**config.mk**
```make
export PLATFORM = sky130hd
export DESIGN_NAME = alu_seq_flat
export DESIGN_NICKNAME = d
export VERILOG_FILES = /design/src/rtl/alu_seq_if.sv /design/src/rtl/alu_seq.sv /design/src/flat_wrapper.sv
export SDC_FILE = /design/constraint.sdc
export NUM_CORES = 1
export LEC_CHECK = 0
export CORE_MARGIN = 1.5
export CORE_UTILIZATION = 60
export DETAILED_ROUTE_END_ITERATION = 10
export PLACE_DENSITY_LB_ADDON = 0.1
export SLEW_MARGIN = 20
export SYNTH_ARGS = -nofsm -noshare
export SYNTH_HDL_FRONTEND = slang
export SYNTH_SLANG_ARGS = --single-unit
```
**constraint.sdc**
```tcl
create_clock -name clk -period 8.9 [get_ports clk]
set_input_delay 2.225 -clock clk [delete_from_list [all_inputs] [get_ports clk]]
set_output_delay 2.225 -clock clk [all_outputs]
set_load 0.02 [all_outputs]
```
**src/rtl/alu_seq_if.sv**
```systemverilog
// alu_seq_if: handshake/operand/result bundle for alu_seq.
//   master : issuer side - drives in_valid, op, i0, i1; observes in_ready and results.
//   slave  : ALU side    - consumes operands, drives in_ready, o, cout, zero, out_valid.
// Parameter WIDTH must match the WIDTH of the attached alu_seq.
interface alu_seq_if #(
  parameter int unsigned WIDTH = 16
);
  logic             in_valid;
  logic             in_ready;
  logic [2:0]       op;
  logic [WIDTH-1:0] i0;
  logic [WIDTH-1:0] i1;
  logic [WIDTH-1:0] o;
  logic             cout;
  logic             zero;
  logic             out_valid;

  modport master (
    output in_valid, op, i0, i1,
    input  in_ready, o, cout, zero, out_valid
  );

  modport slave (
    input  in_valid, op, i0, i1,
    output in_ready, o, cout, zero, out_valid
  );
endinterface

```
**src/rtl/alu_seq.sv**
```systemverilog
// alu_seq: registered WIDTH-bit ALU with valid/ready input handshake.
//   clk   : rising-edge clock
//   reset : synchronous, active-high reset
//   bus   : alu_seq_if.slave - in_valid/in_ready/op/i0/i1 in, o/cout/zero/out_valid out
// Opcodes: 000 add, 001 sub, 010 and, 011 or, 100 xor, 101 shl, 110 shr, 111 mul.
// Single-cycle ops register their result one clock after transfer.
// Build option ALU_MUL_EN: when defined, op 111 runs an iterative shift-add multiply that
// holds in_ready low for WIDTH clocks. When undefined, op 111 is single-cycle and
// returns o = 0, cout = 0, zero = 1.
module alu_seq #(
  parameter int unsigned WIDTH = 16
) (
  input logic      clk,
  input logic      reset,
  alu_seq_if.slave bus
);

  localparam int unsigned ShW = $clog2(WIDTH);

  typedef enum logic [2:0] {
    OpAdd = 3'b000,
    OpSub = 3'b001,
    OpAnd = 3'b010,
    OpOr  = 3'b011,
    OpXor = 3'b100,
    OpShl = 3'b101,
    OpShr = 3'b110,
    OpMul = 3'b111
  } op_e;

  op_e              op;
  logic             in_ready;
  logic             xfer;
  logic             mul_op;
  logic             mul_done;
  logic [WIDTH-1:0] mul_res;
  logic             mul_ovf;

  logic [WIDTH-1:0] alu_res;
  logic             alu_c;

  logic [WIDTH-1:0] o_q, o_d;
  logic             cout_q, cout_d;
  logic             zero_q, zero_d;
  logic             valid_q, valid_d;

  assign op   = op_e'(bus.op);
  assign xfer = bus.in_valid && in_ready;

  // Single-cycle datapath
  always_comb begin
    alu_res = '0;
    alu_c   = 1'b0;
    unique case (op)
      OpAdd:   {alu_c, alu_res} = {1'b0, bus.i0} + {1'b0, bus.i1};
      // Carry out of i0 + ~i1 + 1 is the "no borrow" flag (i0 >= i1).
      OpSub:   {alu_c, alu_res} = {1'b0, bus.i0} + {1'b0, ~bus.i1} + {{WIDTH{1'b0}}, 1'b1};
      OpAnd:   alu_res = bus.i0 & bus.i1;
      OpOr:    alu_res = bus.i0 | bus.i1;
      OpXor:   alu_res = bus.i0 ^ bus.i1;
      OpShl:   alu_res = bus.i0 << bus.i1[ShW-1:0];
      OpShr:   alu_res = bus.i0 >> bus.i1[ShW-1:0];
      OpMul:   alu_res = '0;
      default: alu_res = '0;
    endcase
  end

`ifdef ALU_MUL_EN
  localparam int unsigned CntW = $clog2(WIDTH) + 1;

  typedef enum logic [0:0] {
    StIdle,
    StMul
  } state_e;

  state_e             state_q, state_d;
  logic [WIDTH-1:0]   mcand_q, mcand_d;
  logic [WIDTH-1:0]   mplier_q, mplier_d;
  logic [2*WIDTH-1:0] acc_q, acc_d;
  logic [CntW-1:0]    cnt_q, cnt_d;
  logic [WIDTH:0]     psum;
  logic               mul_start;

  assign mul_op    = (op == OpMul);
  assign mul_start = xfer && mul_op;
  assign mul_done  = (state_q == StMul) && (cnt_q == CntW'(WIDTH - 1));

  // FSM state register
  always_ff @(posedge clk) begin
    if (reset) begin
      state_q <= StIdle;
    end else begin
      state_q <= state_d;
    end
  end

  // FSM next state
  always_comb begin
    state_d = state_q;
    unique case (state_q)
      StIdle:  if (mul_start) state_d = StMul;
      StMul:   if (mul_done) state_d = StIdle;
      default: state_d = StIdle;
    endcase
  end

  // FSM outputs
  always_comb begin
    in_ready = (state_q == StIdle) && !reset;
  end

  // Shift-add step: the add's carry becomes the new accumulator MSB after the right shift.
  always_comb begin
    mcand_d  = mcand_q;
    mplier_d = mplier_q;
    acc_d    = acc_q;
    cnt_d    = cnt_q;
    psum     = {1'b0, acc_q[2*WIDTH-1:WIDTH]} + (mplier_q[0] ? {1'b0, mcand_q} : (WIDTH+1)'(0));
    if (mul_start) begin
      mcand_d  = bus.i0;
      mplier_d = bus.i1;
      acc_d    = '0;
      cnt_d    = '0;
    end else if (state_q == StMul) begin
      acc_d    = {psum, acc_q[WIDTH-1:1]};
      mplier_d = mplier_q >> 1;
      cnt_d    = cnt_q + CntW'(1);
    end
  end

  always_ff @(posedge clk) begin
    if (reset) begin
      mcand_q  <= '0;
      mplier_q <= '0;
      acc_q    <= '0;
      cnt_q    <= '0;
    end else begin
      mcand_q  <= mcand_d;
      mplier_q <= mplier_d;
      acc_q    <= acc_d;
      cnt_q    <= cnt_d;
    end
  end

  assign mul_res = acc_d[WIDTH-1:0];
  assign mul_ovf = |acc_d[2*WIDTH-1:WIDTH];
`else
  // No multiplier: op 111 goes through the single-cycle path and yields zero.
  assign mul_op   = 1'b0;
  assign mul_done = 1'b0;
  assign mul_res  = '0;
  assign mul_ovf  = 1'b0;

  always_comb begin
    in_ready = !reset;
  end
`endif

  // Result registers hold until the next result; out_valid is a one-cycle pulse.
  always_comb begin
    o_d     = o_q;
    cout_d  = cout_q;
    zero_d  = zero_q;
    valid_d = 1'b0;
    if (xfer && !mul_op) begin
      o_d     = alu_res;
      cout_d  = alu_c;
      zero_d  = (alu_res == '0);
      valid_d = 1'b1;
    end else if (mul_done) begin
      o_d     = mul_res;
      cout_d  = mul_ovf;
      zero_d  = (mul_res == '0);
      valid_d = 1'b1;
    end
  end

  always_ff @(posedge clk) begin
    if (reset) begin
      o_q     <= '0;
      cout_q  <= 1'b0;
      zero_q  <= 1'b1;
      valid_q <= 1'b0;
    end else begin
      o_q     <= o_d;
      cout_q  <= cout_d;
      zero_q  <= zero_d;
      valid_q <= valid_d;
    end
  end

  assign bus.in_ready  = in_ready;
  assign bus.o         = o_q;
  assign bus.cout      = cout_q;
  assign bus.zero      = zero_q;
  assign bus.out_valid = valid_q;

endmodule

```
**src/flat_wrapper.sv**
```systemverilog
// flat-port wrapper written by rule: the top's interface ports become plain ports
module alu_seq_flat 
#(
  parameter int unsigned WIDTH = 16
)
  (clk, reset, bus_in_valid, bus_op, bus_i0, bus_i1, bus_in_ready, bus_o, bus_cout, bus_zero, bus_out_valid);
  alu_seq_if #(.WIDTH(WIDTH)) bus_i ();
  input logic clk;
  input logic reset;
  input wire logic [$bits(bus_i.in_valid)-1:0] bus_in_valid;
  input wire logic [$bits(bus_i.op)-1:0] bus_op;
  input wire logic [$bits(bus_i.i0)-1:0] bus_i0;
  input wire logic [$bits(bus_i.i1)-1:0] bus_i1;
  output wire logic [$bits(bus_i.in_ready)-1:0] bus_in_ready;
  output wire logic [$bits(bus_i.o)-1:0] bus_o;
  output wire logic [$bits(bus_i.cout)-1:0] bus_cout;
  output wire logic [$bits(bus_i.zero)-1:0] bus_zero;
  output wire logic [$bits(bus_i.out_valid)-1:0] bus_out_valid;
  assign bus_i.in_valid = bus_in_valid;
  assign bus_i.op = bus_op;
  assign bus_i.i0 = bus_i0;
  assign bus_i.i1 = bus_i1;
  assign bus_in_ready = bus_i.in_ready;
  assign bus_o = bus_i.o;
  assign bus_cout = bus_i.cout;
  assign bus_zero = bus_i.zero;
  assign bus_out_valid = bus_i.out_valid;
  alu_seq #(.WIDTH(WIDTH)) u_core (.clk(clk), .reset(reset), .bus(bus_i));
endmodule
```
==> impl_metrics.py, run 1 <==
metrics = {
    "routing": {
        "final_antenna_net_count": 0,
        "drt-total-wl_um": 14900,
        "first_pass_iters": 7,
        "vias_per_cell": 6.91,
        "routed-via-count": 4930,
        "dr.first_iter.drc_count": 556,
        "wl_per_cell_um": 20.9,
        "drc": 0,
    },
    "logic_synthesis": {
        "ys_seq_area_share_pct": 8.78,
        "synthesis.nets": 681,
        "ys_seq_elements": 19,
        "yosys.cell_types.count": 73,
        "synth_ff_type": "dfxtp_1",
        "syn_area_per_cell_um2": 7.32,
        "synth-edff-count": 0,
        "syn_area_mm2": 0.00433,
        "synthArstFlopShare_pct": 0,
        "ys_warn_count": 0,
        "synthCells": 592,
    },
    "setup_path": {
        "critPathMaxFanout": 17,
        "required_ns": 6.68,
        "cp_cell_sequence": "clkdlybuf4s50_1 -> inv_1 -> clkdlybuf4s50_1",
        "slowest_stage": "clkdlybuf4s50_1",
        "r2r_cells": 2,
        "start_kind": "input port",
        "crit_top_cell": "clkdlybuf4s50_1",
        "rr_endpoint": "u_core.bus.o[11]$_SDFFE_PP0P_",
        "cp-end-kind": "output pin",
        "cp.arrival_ns": 3.83,
        "critPathKind": "in2out",
        "reg2reg_from": "u_core.bus.o[11]$_SDFFE_PP0P_",
        "critPathMaxStageDelay_ns": 0.85,
        "ff2ff_setup_slack_ns": 8.06,
    },
    "clocking": {
        "postCtsSetupRepairBufs": 0,
        "cts_sinks": 19,
        "cts_buffers": 3,
        "cts_root_buffer": "clkbuf_8",
        "cts_tree": "yes",
        "clk_path_buf_depth": 2,
        "ctsHtreeMaxLevel": 1,
        "cts_hold_buffers": 0,
        "cts_resized": 0,
        "clk_latency_ns": 0.26,
        "path_clk_slew_ns": 0.07,
    },
    "placed_design": {
        "placed_cell_area_mm2": 0.00485,
        "gp_congestion": 1.03,
        "numPlacedInstances": 709,
        "portBuffers": 57,
        "dp_slack_ns": 2.71,
        "dp_hpwl_um": 11400,
    },
    "timing": {
        "worst_pin_slew_ns": 0.946,
        "setup_slack_ns": 2.84,
        "fmax_mhz": 165,
        "skew_ns": 0,
        "fin_crit_sh_pct": 68.1,
        "setup_viol": 0,
        "slew_headroom_pct": 36.9,
        "hold_violations": 0,
        "rsz0062_at_grt": "false",
        "setup_tns_ns": 0,
        "slew_violations": 0,
        "min_period_ns": 6.06,
    },
    "cells_and_area": {
        "mostFrequentLayoutCells": "clkdlybuf4s50_1, nor2_1, nand2_1, ha_1, inv_1",
        "antenna_cells": 0,
        "final_nets": 707,
        "final_cells": 713,
        "fillers": 593,
        "area_delta_synth_final_pct": 13.0,
        "fin_area_mm2": 0.00490,
        "final_common_cell": "clkdlybuf4s50_1",
        "drive_gt1_share_pct": 7.46,
    },
    "grt": {
        "met3_usage_pct": 5.18,
        "first_global_vias": 4444,
        "top_usage_layer": "met2",
        "grt_max_degree": 50,
        "antenna_found_initial": 0,
        "met1_usage_pct": 48.5,
        "overflow": 0,
        "grt.total_usage_pct": 38.2,
        "met2_usage_pct": 62.8,
        "grt_pass1_wl_um": 22900,
    },
    "power_and_ir_drop": {
        "leakagePower_nw": 2.07,
        "p_total_w": 0.000440,
        "powerDensity_mw_per_mm2": 89.9,
        "ir_worst_vdd_mv": 0.0550,
    },
    "die": {
        "die_y_um": 88.0,
        "die_width_um": 88.0,
        "rows": 30,
        "io_pins": 58,
        "start_util_pct": 63.1,
        "core_mm2": 0.00687,
        "dieArea_mm2": 0.00774,
    },
    "run": {
        "cap_violations": 0,
    },
    "run_status": {
        "outcome": "finished clean",
    },
    "worst_hold_path": {
        "hold_path_depth": 2,
        "holdCritStartpoint": "u_core.bus.o[9]$_SDFFE_PP0P_",
        "hold_end": "u_core.bus.o[9]$_SDFFE_PP0P_",
        "min_path_type": "reg2reg",
    },
}
-- worst max-delay path by stage --
stage | from | to | slack, ns | cells past startpoint
global placement | bus_i1[2] | u_core.bus.zero$_SDFFE_PP1P_ | 2.74 | 12
finish | reset | bus_in_ready | 2.84 | 3
floorplan | bus_i1[1] | u_core.bus.zero$_SDFFE_PP1P_ | 3.78 | 14
CTS | reset | bus_in_ready | 2.85 | 3
global route | bus_i1[2] | u_core.bus.zero$_SDFFE_PP1P_ | 2.57 | 12
detailed placement | bus_i1[2] | u_core.bus.zero$_SDFFE_PP1P_ | 2.71 | 12
-- routing by layer --
layer  wire (um)  vias to the layer above  part of all wire (%)
li1            -                     2245                     -
met1        5730                     2288                    39
met2        6850                      341                    46
met3        1490                       56                    10
met4         804                        0                   5.4
met5           0                        -                     0
-- worst max-delay path, delay by kind of cell --
kind | cells | cell delay (ns)
buffers and inverters | 3 | 1.61
-- per-stage QoR --
stage / hold slack, ns / utilization [%]
global route: 0.482 / 71.3
CTS: 0.464 / 71.3
global placement: 0.446 / 70.6
floorplan: 0.535 / -
detailed placement: 0.454 / 70.6
finish: 0.462 / 71.3
-- kinds of logic after synthesis --
logic type / count (synthesis) / synth area share, %
flip-flops: 19 / 8.78
XOR/XNOR: 10 / 2.02
AO/OA/AOI/OAI: 196 / 32.0
adder cells (fa/ha/maj): 51 / 15.1
buffers and inverters: 94 / 9.50
AND/OR/NAND/NOR: 175 / 19.4
multiplexers: 47 / 13.2
-- flip-flops by register name, indices dropped and copies added (netlist names) --
name and cells:
u_core.bus.out_valid 1, u_core.bus.o 16, u_core.bus.cout 1, u_core.bus.zero 1
-- report_power, final --
part	total (W)	internal [W]	switching (W)	leakage, nW
Combinational	0.000284	0.000113	0.000170	1.89
Sequential	0.0000955	0.0000919	0.00000362	0.157
Clock	0.0000607	0.0000312	0.0000295	0.0255
-- cell usage after synthesis, types with 5 or more instances --
master	instances	share of area, %
nor2_1	54	4.7
nand2_1	50	4.3
ha_1	49	14
inv_1	47	4.1
a21oi_1	41	4.7
o21ai_0	31	3.6
mux2i_1	29	6.7
a211oi_1	20	3.5
dfxtp_1	19	8.8
clkbuf_1	18	1.6
nand3_1	16	1.8
a22oi_1	14	2.4
buf_2	14	1.6
mux2_2	11	2.9
o22ai_1	10	1.4
nor3_1	9	1.0
o31ai_1	8	1.4
xnor2_1	8	1.6
and3_1	7	1.0
mux4_2	7	3.6
nor2b_1	7	1.0
o211ai_1	7	1.2
a221oi_1	5	1.0
a31oi_1	5	0.72
o21ai_1	5	0.58
-- final cells by class --
| class | instances | area (um2) | area share, % |
|---|---|---|---|
| clock buffers | 3 | 41.3 | 0.843 |
| clock inverters | 1 | 5.00 | 0.102 |
| inverters | 51 | 191 | 3.91 |
| multi-input cells | 479 | 3540 | 72.3 |
| flip-flops and latches | 19 | 380 | 7.77 |
| well taps | 96 | 120 | 2.45 |
| repair buffers | 64 | 618 | 12.6 |
Power figures use the tool's default switching activity.
==> run 2, diff against run 1 <==
--- a/config.mk
+++ b/config.mk
@@ -6,7 +6,7 @@
 export NUM_CORES = 1
 export LEC_CHECK = 0
 export CORE_MARGIN = 1.5
-export CORE_UTILIZATION = 60
+export CORE_UTILIZATION = 58
 export DETAILED_ROUTE_END_ITERATION = 10
 export PLACE_DENSITY_LB_ADDON = 0.1
 export SLEW_MARGIN = 20
==> constraint.sdc (replaced) <==
create_clock -name clk -period 6 [get_ports clk]
set_input_delay 1.5 -clock clk [delete_from_list [all_inputs] [get_ports clk]]
set_output_delay 1.5 -clock clk [all_outputs]
set_load 0.02 [all_outputs]
==> impl_metrics.py, run 2 (same netlist as run 1, synthesis figures left out) <==
metrics = {
    "cells_and_area": {
        "final_nets": 712,
        "final_common_cell": "clkdlybuf4s50_1",
        "mostFrequentLayoutCells": "clkdlybuf4s50_1, nor2_1, nand2_1, ha_1, inv_1",
        "antenna_cells": 0,
        "largest_register_ffs": 16,
        "final_util_pct": 68.1,
        "area_delta_synth_final_pct": 14.0,
        "drive_gt1_share_pct": 8.20,
    },
    "setup_path": {
        "slowest_stage": "clkdlybuf4s50_1",
        "cp.arrival_ns": 4.90,
        "cp-end-kind": "flip-flop",
        "critPathKind": "in2reg",
        "cp_cell_sequence": "clkdlybuf4s50_1 -> inv_1 -> ha_1 -> inv_1 -> fa_1 -> nor2b_4 -> o311ai_4 -> a2111oi_2 -> or3_1 -> mux2i_1 -> xnor2_1 -> a221oi_2 -> nand4_1 -> o21ai_1",
        "critPathMaxStageDelay_ns": 0.51,
        "crit_family": "compound AO/OA/AOI/OAI gates",
        "required_ns": 6.19,
        "critPathMaxFanout": 6,
        "crit_buf_inv": 3,
        "start_kind": "input port",
        "crit_top_cell": "inv_1",
    },
    "power_and_ir_drop": {
        "p_total_w": 0.000656,
        "ir_worst_vdd_mv": 0.0861,
        "leakagePower_nw": 2.09,
        "powerDensity_mw_per_mm2": 133,
    },
    "timing": {
        "fmax_mhz": 212,
        "slew_violations": 0,
        "min_period_ns": 4.71,
        "setup_slack_ns": 1.29,
        "setup_tns_ns": 0,
        "rsz0062_at_grt": "false",
        "skew_ns": 0,
        "slew_headroom_pct": 56.8,
        "setup_viol": 0,
        "worst_pin_slew_ns": 0.643,
        "hold_violations": 0,
        "fin_crit_sh_pct": 78.5,
    },
    "clocking": {
        "cts_resized": 0,
        "cts_tree": "yes",
        "clk_path_buf_depth": 2,
        "postCtsSetupRepairBufs": 0,
        "clk_latency_ns": 0.26,
        "ctsHtreeMaxLevel": 1,
        "cts_sinks": 19,
        "cts_buffers": 3,
        "cts_hold_buffers": 0,
        "cts_root_buffer": "clkbuf_8",
        "path_clk_slew_ns": 0.07,
    },
    "run_status": {
        "outcome": "finished clean",
    },
    "placed_design": {
        "dp_hpwl_um": 11800,
        "dp_slack_ns": 1.11,
        "portBuffers": 57,
        "gp_congestion": 1.04,
    },
    "routing": {
        "vias_per_cell": 6.88,
        "routed-via-count": 4961,
        "wl_per_cell_um": 21.0,
        "drt-total-wl_um": 15200,
        "final_antenna_net_count": 0,
        "first_pass_iters": 6,
        "drc": 0,
        "dr.first_iter.drc_count": 646,
    },
    "die": {
        "die_y_um": 89.4,
        "dieArea_mm2": 0.00800,
        "rows": 31,
        "start_util_pct": 59.7,
        "die_width_um": 89.4,
        "io_pins": 58,
        "core_mm2": 0.00725,
    },
    "grt": {
        "overflow": 0,
        "grt_pass1_wl_um": 23100,
        "grt.total_usage_pct": 37.6,
        "first_global_vias": 4572,
        "grt_max_degree": 50,
        "antenna_found_initial": 0,
    },
    "worst_hold_path": {
        "min_path_type": "reg2reg",
    },
    "run": {
        "cap_violations": 0,
    },
}
==> run 2: changes by cell type in the layout (fill, tap and decap cells not counted), sizes merged <==
cell  before  now
buf        8   13
==> run 2: power by group <==
group / leakage (nW) / internal [W] / switching (W)
clock: 0.0255 / 0.0000462 / 0.0000434
sequential: 0.157 / 0.000136 / 0.00000541
combinational: 1.91 / 0.000170 / 0.000255
==> run 2: metal layers <==
metal,vias up,track usage (%),share of wire [%]
met2,324,61.7,46
met1,2305,46.9,39
met4,0,23.1,6.5
met3,88,4.25,8.7
li1,2244,-,-
met5,-,0,0
==> run 2: final timing paths <==
path	from	cells past startpoint	slack [ns]	endpoint
setup / recovery	bus_i0[0]	14	1.29	u_core.bus.zero$_SDFFE_PP1P_
hold / removal	u_core.bus.o[4]$_SDFFE_PP0P_	2	0.46	u_core.bus.o[4]$_SDFFE_PP0P_
setup reg to reg	u_core.bus.o[11]$_SDFFE_PP0P_	2	5.12	u_core.bus.o[11]$_SDFFE_PP0P_
hold reg to reg	u_core.bus.o[4]$_SDFFE_PP0P_	2	0.46	u_core.bus.o[4]$_SDFFE_PP0P_
==> run 2: final cells by class <==
class | instances | area, um2
clock inverter | 1 | 5.00
fill | 652 | 2320
clock buffer | 3 | 41.3
sequential | 19 | 380
timing repair buffer | 69 | 656
inverter | 51 | 191
tap | 99 | 124
multi-input combinational | 479 | 3540
==> run 2: per-stage QoR <==
| step | instances | instance area (um2) | hold WS [ns] |
|---|---|---|---|
| 5_1_grt | 721 | 4940 | 0.472 |
| 3_5_place_dp | 717 | 4890 | 0.447 |
| 2_1_floorplan | 592 | 4330 | 0.535 |
| 6_report | 721 | 4940 | 0.459 |
| 4_1_cts | 721 | 4940 | 0.457 |
| 3_3_place_gp | 717 | 4890 | 0.445 |
==> run 2: worst register-to-register path, delay by kind of cell (launching register included) <==
family / cells / cell delay, ns
flip-flops: 1 / 0.32
AO/OA/AOI/OAI: 1 / 0.15
AND/OR/NAND/NOR: 1 / 0.31
==> run 3, diff against run 2 <==
==> constraint.sdc (replaced) <==
create_clock -name clk -period 4.65 [get_ports clk]
set_input_delay 1.1625 -clock clk [delete_from_list [all_inputs] [get_ports clk]]
set_output_delay 1.1625 -clock clk [all_outputs]
set_load 0.02 [all_outputs]
==> impl_metrics.py, run 3 (same netlist as run 1, synthesis figures left out) <==
metrics = {
    "run_status": {
        "outcome": "finished clean",
    },
    "cells_and_area": {
        "antenna_cells": 0,
        "area_delta_synth_final_pct": 16.9,
        "final_util_pct": 69.8,
        "largest_register_ffs": 16,
        "final_common_cell": "clkdlybuf4s50_1",
        "mostFrequentLayoutCells": "clkdlybuf4s50_1, nor2_1, nand2_1, ha_1, inv_1",
        "drive_gt1_share_pct": 10.5,
        "final_nets": 729,
    },
    "grt": {
        "grt.total_usage_pct": 37.2,
        "first_global_vias": 4577,
        "antenna_found_initial": 0,
        "grt_max_degree": 44,
        "overflow": 0,
        "grt_pass1_wl_um": 22900,
    },
    "die": {
        "die_y_um": 89.4,
        "io_pins": 58,
        "start_util_pct": 59.7,
        "core_mm2": 0.00725,
        "rows": 31,
        "dieArea_mm2": 0.00800,
        "die_width_um": 89.4,
    },
    "placed_design": {
        "dp_hpwl_um": 12100,
        "portBuffers": 57,
        "gp_congestion": 1.08,
    },
    "power_and_ir_drop": {
        "comb_power_share_pct": 65.6,
        "clkPwrFrac_pct": 13.0,
        "p_total_w": 0.000856,
        "switching_share_pct": 45.4,
        "p_int_w": 0.000467,
        "leakagePower_nw": 2.17,
        "switching_power_w": 0.000389,
        "ir_worst_vdd_mv": 0.131,
        "pwr-share-seq_pct": 21.3,
        "powerDensity_mw_per_mm2": 169,
    },
    "setup_path": {
        "critPathKind": "in2reg",
        "crit_top_cell": "a211oi_1",
        "critPathMaxFanout": 6,
        "rr_endpoint": "u_core.bus.o[11]$_SDFFE_PP0P_",
        "critPathMaxStageDelay_ns": 0.58,
        "crit_start": "bus_i0[0]",
        "ff2ff_setup_slack_ns": 3.81,
        "cp-end-kind": "flip-flop",
        "cp.arrival_ns": 4.47,
        "required_ns": 4.83,
        "start_kind": "input port",
        "slowest_stage": "clkdlybuf4s50_1",
        "r2r_cells": 2,
        "crit_end": "u_core.bus.zero$_SDFFE_PP1P_",
        "cp_cell_sequence": "clkdlybuf4s50_1 -> ha_1 -> inv_1 -> fa_1 -> nand2b_1 -> a21oi_1 -> o31ai_1 -> a211oi_1 -> xnor2_1 -> a211oi_1 -> nor4b_1 -> nand4_1 -> o21ai_1",
        "reg2reg_from": "u_core.bus.o[11]$_SDFFE_PP0P_",
    },
    "timing": {
        "rsz0062_at_grt": "false",
        "min_period_ns": 4.29,
        "fmax_mhz": 233,
        "setup_tns_ns": 0,
        "worst_pin_slew_ns": 1.12,
        "hold_violations": 0,
        "slew_headroom_pct": 25.0,
        "slew_violations": 0,
        "fin_crit_sh_pct": 92.2,
        "skew_ns": 0,
        "setup_viol": 0,
    },
    "clocking": {
        "clk_path_buf_depth": 2,
        "path_clk_slew_ns": 0.07,
        "clk_latency_ns": 0.25,
        "cts_buffers": 3,
        "postCtsSetupRepairBufs": 0,
        "cts_sinks": 19,
        "cts_hold_buffers": 0,
        "cts_tree": "yes",
        "cts_root_buffer": "clkbuf_8",
        "cts_resized": 0,
        "ctsHtreeMaxLevel": 1,
    },
    "routing": {
        "dr.first_iter.drc_count": 644,
        "routed-via-count": 4980,
        "vias_per_cell": 6.75,
        "final_antenna_net_count": 0,
        "first_pass_iters": 6,
        "drt-total-wl_um": 15200,
        "wl_per_cell_um": 20.6,
        "drc": 0,
    },
    "worst_hold_path": {
        "min_path_type": "reg2reg",
    },
    "run": {
        "cap_violations": 0,
    },
}
==> run 3: changes by cell type in the layout (fill, tap and decap cells not counted), sizes merged <==
cell,delta
clkbuf,+1
buf,+17
clkinv,-1
==> run 3: cell type report <==
class / count / area [um2]
tap: 99 / 124
inverter: 51 / 191
sequential: 19 / 380
multi-input combinational: 479 / 3540
clock buffer: 4 / 45.0
timing repair buffer: 86 / 783
fill: 610 / 2190
==> run 3: how the worst min path moves through the flow <==
stage | from | slack (ns) | endpoint | depth (start not counted)
6_report | u_core.bus.o[4]$_SDFFE_PP0P_ | 0.46 | u_core.bus.o[4]$_SDFFE_PP0P_ | 2
5_1_grt | u_core.bus.o[4]$_SDFFE_PP0P_ | 0.47 | u_core.bus.o[4]$_SDFFE_PP0P_ | 2
4_1_cts | u_core.bus.o[4]$_SDFFE_PP0P_ | 0.46 | u_core.bus.o[4]$_SDFFE_PP0P_ | 2
3_5_place_dp | u_core.bus.o[4]$_SDFFE_PP0P_ | 0.45 | u_core.bus.o[4]$_SDFFE_PP0P_ | 2
3_3_place_gp | u_core.bus.o[4]$_SDFFE_PP0P_ | 0.44 | u_core.bus.o[4]$_SDFFE_PP0P_ | 2
2_1_floorplan | u_core.bus.o[4]$_SDFFE_PP0P_ | 0.53 | u_core.bus.o[4]$_SDFFE_PP0P_ | 2
==> run 3: power groups by stage <==
stage | clock network, W | registers [W] | logic (W)
5_1_grt | 0.000120 | 0.000184 | 0.000598
3_3_place_gp | 0 | 0.000185 | 0.000533
3_5_place_dp | 0 | 0.000186 | 0.000542
4_1_cts | 0.000112 | 0.000183 | 0.000546
2_1_floorplan | 0 | 0.000202 | 0.000342
6_report | 0.000112 | 0.000183 | 0.000562
==> run 3: critical path, delay by kind of cell <==
family | cells | cell delay [ns]
buffers and inverters | 2 | 0.64
AO/OA/AOI/OAI | 5 | 1.27
adder cells (fa/ha/maj) | 2 | 0.63
AND/OR/NAND/NOR | 3 | 0.62
XOR/XNOR | 1 | 0.14
==> run 3: layer usage <==
layer | wire length, um | vias up | GRT usage (%)
li1 | - | 2268 | -
met1 | 5990 | 2341 | 46.4
met2 | 7110 | 313 | 63.4
met3 | 1300 | 58 | 4.34
met4 | 776 | 0 | 18.3
met5 | 0 | - | 0
==> run 3: stage by stage <==
stage	instance area, um2	setup slack (ns)	hold slack [ns]	instances
final	5060	0.362	0.460	738
after global routing	5060	0.173	0.472	738
after CTS	5060	0.447	0.459	738
after detailed placement	5020	0.205	0.450	734
after global placement	5020	0.305	0.445	734
after floorplan	4330	0.593	0.535	592
